==> config.mk <==
export PLATFORM = sky130hd
export DESIGN_NAME = lc3_control_fsm
export DESIGN_NICKNAME = d
export VERILOG_FILES = /design/src/rtl/lc3_control_fsm_pkg.sv /design/src/rtl/lc3_control_fsm_mem_wait_timer.sv /design/src/rtl/lc3_control_fsm.sv
export SDC_FILE = /design/constraint.sdc
export NUM_CORES = 1
export LEC_CHECK = 0
export BUFFER_PORTS_ARGS = -buffer_cell sky130_fd_sc_hd__buf_2
export CAP_MARGIN = 20
export CORE_AREA = 3 3 51 53
export CTS_BUF_LIST = sky130_fd_sc_hd__clkbuf_8
export DETAILED_ROUTE_END_ITERATION = 10
export DIE_AREA = 0 0 54 56
export PLACE_DENSITY = 0.92
export SLEW_MARGIN = 5
export SYNTH_ARGS = -nofsm -noshare
export SYNTH_HDL_FRONTEND = slang
export SYNTH_SLANG_ARGS = --single-unit
==> constraint.sdc <==
create_clock -name Clk -period 2.1 [get_ports Clk]
set_clock_uncertainty 0.05 [all_clocks]
set_input_delay 0.42 -clock Clk [delete_from_list [all_inputs] [get_ports Clk]]
set_output_delay 0.42 -clock Clk [all_outputs]
set_load 0.02 [all_outputs]
==> src/rtl/lc3_control_fsm_pkg.sv <==
// Shared definitions for the LC-3 control unit: opcodes, state encoding,
// datapath mux encodings and the bundled control-word type.
package lc3_pkg;

   localparam logic [3:0] OP_BR  = 4'b0000;
   localparam logic [3:0] OP_ADD = 4'b0001;
   localparam logic [3:0] OP_JSR = 4'b0100;
   localparam logic [3:0] OP_AND = 4'b0101;
   localparam logic [3:0] OP_LDR = 4'b0110;
   localparam logic [3:0] OP_STR = 4'b0111;
   localparam logic [3:0] OP_NOT = 4'b1001;
   localparam logic [3:0] OP_JMP = 4'b1100;
   localparam logic [3:0] OP_PSE = 4'b1101;

   localparam logic [1:0] PCMUX_PC1   = 2'b00;
   localparam logic [1:0] PCMUX_BUS   = 2'b01;
   localparam logic [1:0] PCMUX_ADDER = 2'b10;

   localparam logic [1:0] ADDR2_ZERO  = 2'b00;
   localparam logic [1:0] ADDR2_OFF6  = 2'b01;
   localparam logic [1:0] ADDR2_OFF9  = 2'b10;
   localparam logic [1:0] ADDR2_OFF11 = 2'b11;

   localparam logic [1:0] ALUK_ADD   = 2'b00;
   localparam logic [1:0] ALUK_AND   = 2'b01;
   localparam logic [1:0] ALUK_NOT   = 2'b10;
   localparam logic [1:0] ALUK_PASSA = 2'b11;

   typedef enum logic [4:0] {
      HALTED    = 5'd0,
      S_18      = 5'd1,
      S_33      = 5'd2,
      S_35      = 5'd3,
      S_32      = 5'd4,
      S_01      = 5'd5,
      S_05      = 5'd6,
      S_09      = 5'd7,
      S_00      = 5'd8,
      S_22      = 5'd9,
      S_12      = 5'd10,
      S_04      = 5'd11,
      S_21      = 5'd12,
      S_20      = 5'd13,
      S_06      = 5'd14,
      S_07      = 5'd15,
      S_25      = 5'd16,
      S_27      = 5'd17,
      S_23      = 5'd18,
      S_16      = 5'd19,
      S_13      = 5'd20,
      S_13B     = 5'd21,
      PAUSE_IR1 = 5'd22,
      PAUSE_IR2 = 5'd23
   } lc3_state_t;

   typedef struct packed {
      logic       ld_mar, ld_mdr, ld_ir, ld_ben, ld_cc, ld_reg, ld_pc, ld_led;
      logic       gate_pc, gate_mdr, gate_alu, gate_marmux;
      logic [1:0] pcmux, addr2mux, aluk;
      logic       drmux, sr1mux, sr2mux, addr1mux;
      logic       mem_ce, mem_ub, mem_lb, mem_oe, mem_we;
      logic       illegal_op;
   } ctrl_t;

   // Idle control word: nothing loads or drives, SRAM selected but neither read nor written.
   function automatic ctrl_t ctrl_idle();
      ctrl_t c;
      c        = '0;
      c.mem_oe = 1'b1;
      c.mem_we = 1'b1;
      return c;
   endfunction

   function automatic logic op_legal(input logic [3:0] op);
      return op inside {OP_BR, OP_ADD, OP_JSR, OP_AND, OP_LDR, OP_STR, OP_NOT, OP_JMP, OP_PSE};
   endfunction

   function automatic logic is_mem_state(input lc3_state_t s);
      return s inside {S_33, S_25, S_16};
   endfunction

endpackage

==> src/rtl/lc3_control_fsm_mem_wait_timer.sv <==
// Length timer for SRAM access states: either a fixed cycle count loaded on
// entry, or completion signalled by the memory's ready handshake.
module mem_wait_timer #(
   parameter int MEM_WAIT     = 2,
   parameter int MEM_READY_EN = 0
) (
   input  logic Clk,
   input  logic Reset_n,
   input  logic start,
   input  logic ready,
   output logic done
);

   localparam int CW = $clog2(MEM_WAIT + 1);

   logic [CW-1:0] cnt;

   // Loaded the cycle before a memory state is entered so its first cycle sees MEM_WAIT-1.
   always_ff @(posedge Clk) begin
      if (!Reset_n)
         cnt <= '0;
      else if (start)
         cnt <= CW'(MEM_WAIT - 1);
      else if (cnt != '0)
         cnt <= cnt - 1'b1;
   end

   assign done = (MEM_READY_EN != 0) ? ready : (cnt == '0);

endmodule

==> src/rtl/lc3_control_fsm.sv <==
// LC-3 control unit: Moore fetch/decode/execute sequencer driving datapath
// loads, bus gates, mux selects and active-low SRAM strobes.
module lc3_control_fsm
   import lc3_pkg::*;
#(
   parameter int MEM_WAIT     = 2,
   parameter int MEM_READY_EN = 0,
   parameter int PAUSE_IR_EN  = 0
) (
   input  logic       Clk,
   input  logic       Reset_n,
   input  logic       Run,
   input  logic       Continue,
   input  logic       Mem_Ready,
   input  logic [3:0] Opcode,
   input  logic       IR_5,
   input  logic       IR_11,
   input  logic       BEN,
   output logic       LD_MAR,
   output logic       LD_MDR,
   output logic       LD_IR,
   output logic       LD_BEN,
   output logic       LD_CC,
   output logic       LD_REG,
   output logic       LD_PC,
   output logic       LD_LED,
   output logic       GatePC,
   output logic       GateMDR,
   output logic       GateALU,
   output logic       GateMARMUX,
   output logic [1:0] PCMUX,
   output logic [1:0] ADDR2MUX,
   output logic [1:0] ALUK,
   output logic       DRMUX,
   output logic       SR1MUX,
   output logic       SR2MUX,
   output logic       ADDR1MUX,
   output logic       Mem_CE,
   output logic       Mem_UB,
   output logic       Mem_LB,
   output logic       Mem_OE,
   output logic       Mem_WE,
   output logic       Illegal_Op
);

   lc3_state_t state, state_nxt;
   logic       mem_done;
   logic       mem_start;
   ctrl_t      ctl;

   // Memory states never follow one another, so "entering" is just next-is-mem while current-is-not.
   assign mem_start = is_mem_state(state_nxt) && !is_mem_state(state);

   mem_wait_timer #(
      .MEM_WAIT     (MEM_WAIT),
      .MEM_READY_EN (MEM_READY_EN)
   ) u_timer (
      .Clk     (Clk),
      .Reset_n (Reset_n),
      .start   (mem_start),
      .ready   (Mem_Ready),
      .done    (mem_done)
   );

   always_ff @(posedge Clk) begin
      if (!Reset_n)
         state <= HALTED;
      else
         state <= state_nxt;
   end

   always_comb begin
      state_nxt = state;
      unique case (state)
         HALTED:    if (Run) state_nxt = S_18;
         S_18:      state_nxt = S_33;
         S_33:      if (mem_done) state_nxt = S_35;
         S_35:      state_nxt = (PAUSE_IR_EN != 0) ? PAUSE_IR1 : S_32;
         PAUSE_IR1: if (Continue) state_nxt = PAUSE_IR2;
         PAUSE_IR2: if (!Continue) state_nxt = S_18;
         S_32: begin
            unique case (Opcode)
               OP_ADD:  state_nxt = S_01;
               OP_AND:  state_nxt = S_05;
               OP_NOT:  state_nxt = S_09;
               OP_BR:   state_nxt = S_00;
               OP_JMP:  state_nxt = S_12;
               OP_JSR:  state_nxt = S_04;
               OP_LDR:  state_nxt = S_06;
               OP_STR:  state_nxt = S_07;
               OP_PSE:  state_nxt = S_13;
               default: state_nxt = S_18;
            endcase
         end
         S_01, S_05, S_09:          state_nxt = S_18;
         S_00:      state_nxt = BEN ? S_22 : S_18;
         S_22, S_12, S_21, S_20:    state_nxt = S_18;
         S_04:      state_nxt = IR_11 ? S_21 : S_20;
         S_06:      state_nxt = S_25;
         S_07:      state_nxt = S_23;
         S_25:      if (mem_done) state_nxt = S_27;
         S_27:      state_nxt = S_18;
         S_23:      state_nxt = S_16;
         S_16:      if (mem_done) state_nxt = S_18;
         S_13:      if (Continue) state_nxt = S_13B;
         S_13B:     if (!Continue) state_nxt = S_18;
         default:   state_nxt = HALTED;
      endcase
   end

   always_comb begin
      ctl = ctrl_idle();
      unique case (state)
         S_18: begin
            ctl.gate_pc = 1'b1;
            ctl.ld_mar  = 1'b1;
            ctl.pcmux   = PCMUX_PC1;
            ctl.ld_pc   = 1'b1;
         end
         // Reads capture MDR in the same cycle the access completes.
         S_33, S_25: begin
            ctl.mem_oe = 1'b0;
            ctl.ld_mdr = mem_done;
         end
         S_35: begin
            ctl.gate_mdr = 1'b1;
            ctl.ld_ir    = 1'b1;
         end
         S_32: begin
            ctl.ld_ben     = 1'b1;
            ctl.illegal_op = !op_legal(Opcode);
         end
         S_01, S_05, S_09: begin
            ctl.sr1mux   = 1'b0;
            ctl.sr2mux   = IR_5;
            ctl.aluk     = (state == S_01) ? ALUK_ADD :
                           (state == S_05) ? ALUK_AND : ALUK_NOT;
            ctl.gate_alu = 1'b1;
            ctl.ld_reg   = 1'b1;
            ctl.ld_cc    = 1'b1;
         end
         S_22: begin
            ctl.addr1mux = 1'b0;
            ctl.addr2mux = ADDR2_OFF9;
            ctl.pcmux    = PCMUX_ADDER;
            ctl.ld_pc    = 1'b1;
         end
         S_12, S_20: begin
            ctl.sr1mux   = 1'b0;
            ctl.addr1mux = 1'b1;
            ctl.addr2mux = ADDR2_ZERO;
            ctl.pcmux    = PCMUX_ADDER;
            ctl.ld_pc    = 1'b1;
         end
         S_04: begin
            ctl.gate_pc = 1'b1;
            ctl.drmux   = 1'b1;
            ctl.ld_reg  = 1'b1;
         end
         S_21: begin
            ctl.addr1mux = 1'b0;
            ctl.addr2mux = ADDR2_OFF11;
            ctl.pcmux    = PCMUX_ADDER;
            ctl.ld_pc    = 1'b1;
         end
         S_06, S_07: begin
            ctl.sr1mux      = 1'b0;
            ctl.addr1mux    = 1'b1;
            ctl.addr2mux    = ADDR2_OFF6;
            ctl.gate_marmux = 1'b1;
            ctl.ld_mar      = 1'b1;
         end
         S_27: begin
            ctl.gate_mdr = 1'b1;
            ctl.drmux    = 1'b0;
            ctl.ld_reg   = 1'b1;
            ctl.ld_cc    = 1'b1;
         end
         // Store data routed from SR (IR[11:9]) through the ALU pass-through into MDR.
         S_23: begin
            ctl.sr1mux   = 1'b1;
            ctl.aluk     = ALUK_PASSA;
            ctl.gate_alu = 1'b1;
            ctl.ld_mdr   = 1'b1;
         end
         S_16:    ctl.mem_we = 1'b0;
         S_13:    ctl.ld_led = 1'b1;
         default: ;
      endcase
   end

   assign LD_MAR     = ctl.ld_mar;
   assign LD_MDR     = ctl.ld_mdr;
   assign LD_IR      = ctl.ld_ir;
   assign LD_BEN     = ctl.ld_ben;
   assign LD_CC      = ctl.ld_cc;
   assign LD_REG     = ctl.ld_reg;
   assign LD_PC      = ctl.ld_pc;
   assign LD_LED     = ctl.ld_led;
   assign GatePC     = ctl.gate_pc;
   assign GateMDR    = ctl.gate_mdr;
   assign GateALU    = ctl.gate_alu;
   assign GateMARMUX = ctl.gate_marmux;
   assign PCMUX      = ctl.pcmux;
   assign ADDR2MUX   = ctl.addr2mux;
   assign ALUK       = ctl.aluk;
   assign DRMUX      = ctl.drmux;
   assign SR1MUX     = ctl.sr1mux;
   assign SR2MUX     = ctl.sr2mux;
   assign ADDR1MUX   = ctl.addr1mux;
   assign Mem_CE     = ctl.mem_ce;
   assign Mem_UB     = ctl.mem_ub;
   assign Mem_LB     = ctl.mem_lb;
   assign Mem_OE     = ctl.mem_oe;
   assign Mem_WE     = ctl.mem_we;
   assign Illegal_Op = ctl.illegal_op;

endmodule

==> impl_table.tex <==
\begin{tabular}{lr}
\hline
Metric & Value \\
\hline
\multicolumn{2}{l}{\textbf{Outcome}} \\
\quad Outcome & complete, no violations \\
\multicolumn{2}{l}{\textbf{Drt}} \\
\quad 1st-pass router iterations & 4 \\
\quad Number of violations reported at the end of detailed-routing iteration 0 & 54 \\
\quad Routed wirelength normalized by instance count & roughly 13 microns \\
\quad Routed Antenna Nets & 0 \\
\quad Detailed-route via count & between 1000 and 1500 \\
\quad DR vias/cell & $\sim$5.5 \\
\quad Routed Wire Length & just over 3000 microns \\
\quad Remaining routing DRC violations & 0 \\
\multicolumn{2}{l}{\textbf{Setup path}} \\
\quad Startpoint of the worst register-to-register path & state[3] \\
\quad CP endpoint kind & primary output \\
\quad Destination of the critical timing path & LD\_REG \\
\quad Cells along the critical path & buf\_4 -> nand2b\_1 -> nor2\_1 -> o21ai\_1 -> a21oi\_1 -> or2\_2 -> buf\_2 \\
\quad Worst Path Class, Setup & flop to primary output \\
\quad Critical Path Slowest Stage Cell & dfxtp\_4 \\
\quad Worst path arrival time & around 1.6 ns \\
\quad Worst R2R End & u\_timer.cnt[0] \\
\quad Highest net fanout along the worst path & 9 \\
\quad Category of the worst setup path launch point & flop \\
\quad Reg2reg path depth & 7 \\
\quad Cell class contributing the biggest share of worst-path delay & simple AND/OR/NAND/NOR gates \\
\quad Number of buffers and inverters on the critical path & 2 \\
\quad Origin of the worst setup path & state[4] \\
\quad FF-to-FF setup slack & around 0.13 ns \\
\quad CP Data Required Time & 1.63 ns \\
\quad Number of logic stages on the critical path including buffering & 7 \\
\quad Largest incremental delay on the critical path & 0.37 ns \\
\multicolumn{2}{l}{\textbf{Floorplan}} \\
\quad Placeable core region & 0.00219 sq mm \\
\quad Die Ht & roughly 56 microns \\
\quad Die area & 0.00302 sq mm \\
\quad Ports placed on the boundary & 40 \\
\quad Number of core rows & 17 \\
\quad Starting density of the core & roughly half \\
\quad Die Width & approximately 54 microns \\
\multicolumn{2}{l}{\textbf{Synth}} \\
\quad Average footprint of a synthesized cell & 7.08 sq um \\
\quad Commonest register cell after synthesis & dfxtp\_1 \\
\quad Part of the Yosys area used for sequential elements & around an eighth \\
\quad Count of distinct cell types in the synthesized netlist & between 40 and 50 \\
\quad Count of flip-flops with a built-in enable after synthesis & 0 \\
\quad Post-Syn Area & approximately 0.0011 sq mm \\
\quad Synthesized flop and latch total & 7 \\
\quad Yosys Warn Count & 0 \\
\quad Fraction of registers with async set/reset & 0\% \\
\quad Gate count of the mapped netlist & 160 \\
\multicolumn{2}{l}{\textbf{Finish}} \\
\quad \# nets final & between 200 and 250 \\
\quad Post-route core utilization & roughly 68\% \\
\quad Final-layout fill cell count & a little under 200 \\
\quad Finished Cell Area & between 0.001 and 0.0015 sq mm \\
\quad Diode insertion count for antenna repair & 0 \\
\quad Share of cells above drive strength 1 & 36.8\% \\
\quad Signed area change from the synthesized netlist to the final layout & 31.5\% \\
\multicolumn{2}{l}{\textbf{Power}} \\
\quad Peak supply drop & 0.000613 V \\
\quad P per Cell Area & 558 mW/mm\^{}2 \\
\quad Sequential fraction of design power & $\sim$22\% \\
\quad Cell Int Power & between 500 and 600 uW \\
\quad Net switching power figure & roughly 330 uW \\
\quad Part of the total power dissipated in the clock network & between 20\% and 30\% \\
\quad Share of total power in combinational logic & a little under three fifths \\
\quad Net switching fraction of the power & 39.1\% \\
\quad Static power due to leakage & 0.000739 uW \\
\multicolumn{2}{l}{\textbf{Clock tree}} \\
\quad Worst-case clock buffer depth & 2 \\
\quad Clock-pin slew on the worst setup and hold paths & approximately 0.04 ns \\
\quad Clock root buffer master & clkbuf\_8 \\
\quad Number of H-tree levels & 1 \\
\quad TritonCTS buffer count & 3 \\
\quad Number of buffers inserted by hold repair at cts & 0 \\
\quad Insertion delay to the later sink of the worst-skew pair & about 0.23 ns \\
\quad Clock tree from TritonCTS & built \\
\quad TritonCTS sink count & 7 \\
\multicolumn{2}{l}{\textbf{Hold path}} \\
\quad Class of the worst hold path & primary input to flop \\
\quad Number of instances on the worst hold path & 3 \\
\multicolumn{2}{l}{\textbf{STA}} \\
\quad Final critical-path share of the clock period & a little over nine tenths \\
\quad Max Transition Viols Final & 0 \\
\quad FMAX & just under 0.5 GHz \\
\quad Final min period & 2.06 ns \\
\quad Final-report setup violation count & 0 \\
\quad Number of endpoints with negative hold slack in the final report & 0 \\
\multicolumn{2}{l}{\textbf{Placement}} \\
\quad Placed standard-cell area & between 0.001 and 0.0015 sq mm \\
\quad Final HPWL from detailed placement & $\sim$2400 microns \\
\quad Count of input and output buffers & 34 \\
\quad Routability Congestion & approximately 0.9 \\
\multicolumn{2}{l}{\textbf{Global routing}} \\
\quad Via count of the first global-routing pass & between 1000 and 1500 \\
\quad Number of antenna violations at the first check in global routing & 0 \\
\quad Leftover overflow at the end of global routing & 0 \\
\quad Total GRT Usage & between 20\% and 30\% \\
\quad Pin count of the biggest net entering global routing & 14 \\
\quad Global-route wire length before repair & 4820 microns \\
\multicolumn{2}{l}{\textbf{Run}} \\
\quad Max-Cap Viols & 0 \\
\hline
\end{tabular}
-- cells by family (layout without fill, tap and decap cells) --
logic type | count (synthesis) | count (layout) | share of synthesized area, %
AO/OA/AOI/OAI | 42 | 42 | 25.1
XOR/XNOR | 5 | 5 | 3.86
adder cells (fa/ha/maj) | 6 | 6 | 6.62
buffers and inverters | 23 | 69 | 11.8
flip-flops | 7 | 7 | 12.4
multiplexers | 3 | 3 | 2.87
other | 1 | 4 | 0.331
AND/OR/NAND/NOR | 73 | 73 | 37.1
-- power groups by stage --
stage	logic [uW]	registers, uW	clock network, uW
global route	515	188	190
CTS	456	185	187
finish	463	186	183
global placement	440	186	0
detailed placement	453	187	0
floorplan	319	175	0
-- final cells by class --
class / instances / area, sq um / share of cell area (%)
clock buffer: 3 / 41.3 / 2.77
clock inverter: 1 / 3.75 / 0.252
inverter: 9 / 33.8 / 2.27
multi-input combinational: 133 / 878 / 58.9
sequential: 7 / 148 / 9.91
tap: 28 / 35.0 / 2.35
timing repair buffer: 56 / 350 / 23.5
-- registers in the layout, summed over array words and instances, names as in the netlist --
signal / cells
state: 5
u_timer.cnt: 2
-- worst min path at each step --
stage	startpoint	end	slack [ns]
3_3_place_gp	u_timer.cnt[1]	u_timer.cnt[1]	0.50
6_report	Reset_n	u_timer.cnt[1]	0.42
5_1_grt	Reset_n	u_timer.cnt[0]	0.45
3_5_place_dp	u_timer.cnt[1]	u_timer.cnt[1]	0.52
4_1_cts	Reset_n	u_timer.cnt[1]	0.42
2_1_floorplan	u_timer.cnt[1]	u_timer.cnt[1]	0.48
-- metal layers --
layer	wire, microns	global-route usage, %	up-vias
met2	1530	33.2	48
met4	41	7.12	0
met5	0	0	-
met3	181	0.804	6
li1	-	-	656
met1	1330	27.1	598
-- cells in the mapped netlist (all sizes together), types with 2 or more instances --
library cell | n | area [sq um]
a211oi | 3 | 27.5
a21boi | 2 | 15.0
a21o | 2 | 15.0
a21oi | 10 | 50.1
a32oi | 3 | 26.3
and2 | 3 | 21.3
and2b | 3 | 25.0
and3 | 5 | 31.3
buf | 12 | 92.6
clkbuf | 2 | 7.51
dfxtp | 7 | 140
ha | 6 | 75.1
inv | 9 | 33.8
mux2 | 2 | 22.5
nand2 | 17 | 63.8
nand2b | 8 | 50.1
nand3 | 4 | 25.0
nand3b | 2 | 27.5
nor2 | 12 | 60.1
nor2b | 5 | 31.3
nor3 | 9 | 45.0
o2111ai | 2 | 17.5
o21ai | 11 | 55.1
o22ai | 2 | 12.5
xnor2 | 5 | 43.8
-- through the flow --
stage          std cells  setup WS [ns]  setup TNS, ns  total power (uW)  hold WS, ns
2_1_floorplan        163         0.0760              0               493        0.476
3_3_place_gp         233      -0.000646      -0.000646               626        0.495
3_5_place_dp         233        -0.0261        -0.0413               640        0.520
4_1_cts              237         0.0365              0               829        0.422
5_1_grt              237        -0.0257        -0.0307               894        0.446
6_report             237         0.0428              0               832        0.425
-- cell usage in the layout, fill, tap and decap left out, types with 2 or more instances in the layout --
| cell | Yosys | layout |
|---|---|---|
| buf_2 | 2 | 33 |
| buf_4 | 6 | 22 |
| nand2_1 | 17 | 17 |
| a21oi_1 | 10 | 10 |
| inv_1 | 8 | 9 |
| nor2_1 | 10 | 9 |
| nor3_1 | 9 | 9 |
| o21ai_0 | 11 | 9 |
| nand2b_1 | 8 | 8 |
| ha_1 | 6 | 6 |
| and3_1 | 5 | 5 |
| nor2b_1 | 5 | 5 |
| xnor2_1 | 5 | 5 |
| conb_1 | 1 | 4 |
| nand3_1 | 3 | 3 |
| a32oi_1 | 3 | 3 |
| clkbuf_8 | 0 | 3 |
| dfxtp_2 | 0 | 3 |
| dfxtp_1 | 7 | 3 |
| nor2_4 | 2 | 2 |
| o21ai_1 | 0 | 2 |
| and2b_1 | 2 | 2 |
| o22ai_1 | 2 | 2 |
| a21boi_0 | 2 | 2 |
| a211oi_2 | 1 | 2 |
| a21o_1 | 2 | 2 |
| o2111ai_1 | 2 | 2 |
| mux2_1 | 2 | 2 |
| and2_1 | 2 | 2 |
-- what timing repair did --
item / 4_1_cts / 5_1_grt
gates resized for setup: 2 / 8
setup endpoints to repair: 1 / 5
buffers inserted: 0 / 0
-- worst reg2reg max path: cells and delay by family, from the launching register on --
family	cells	cell delay, ns
compound gates	4	0.68
buf+inv	1	0.25
flops	1	0.48
simple gates	2	0.44
(Power assumes the default switching activity.)
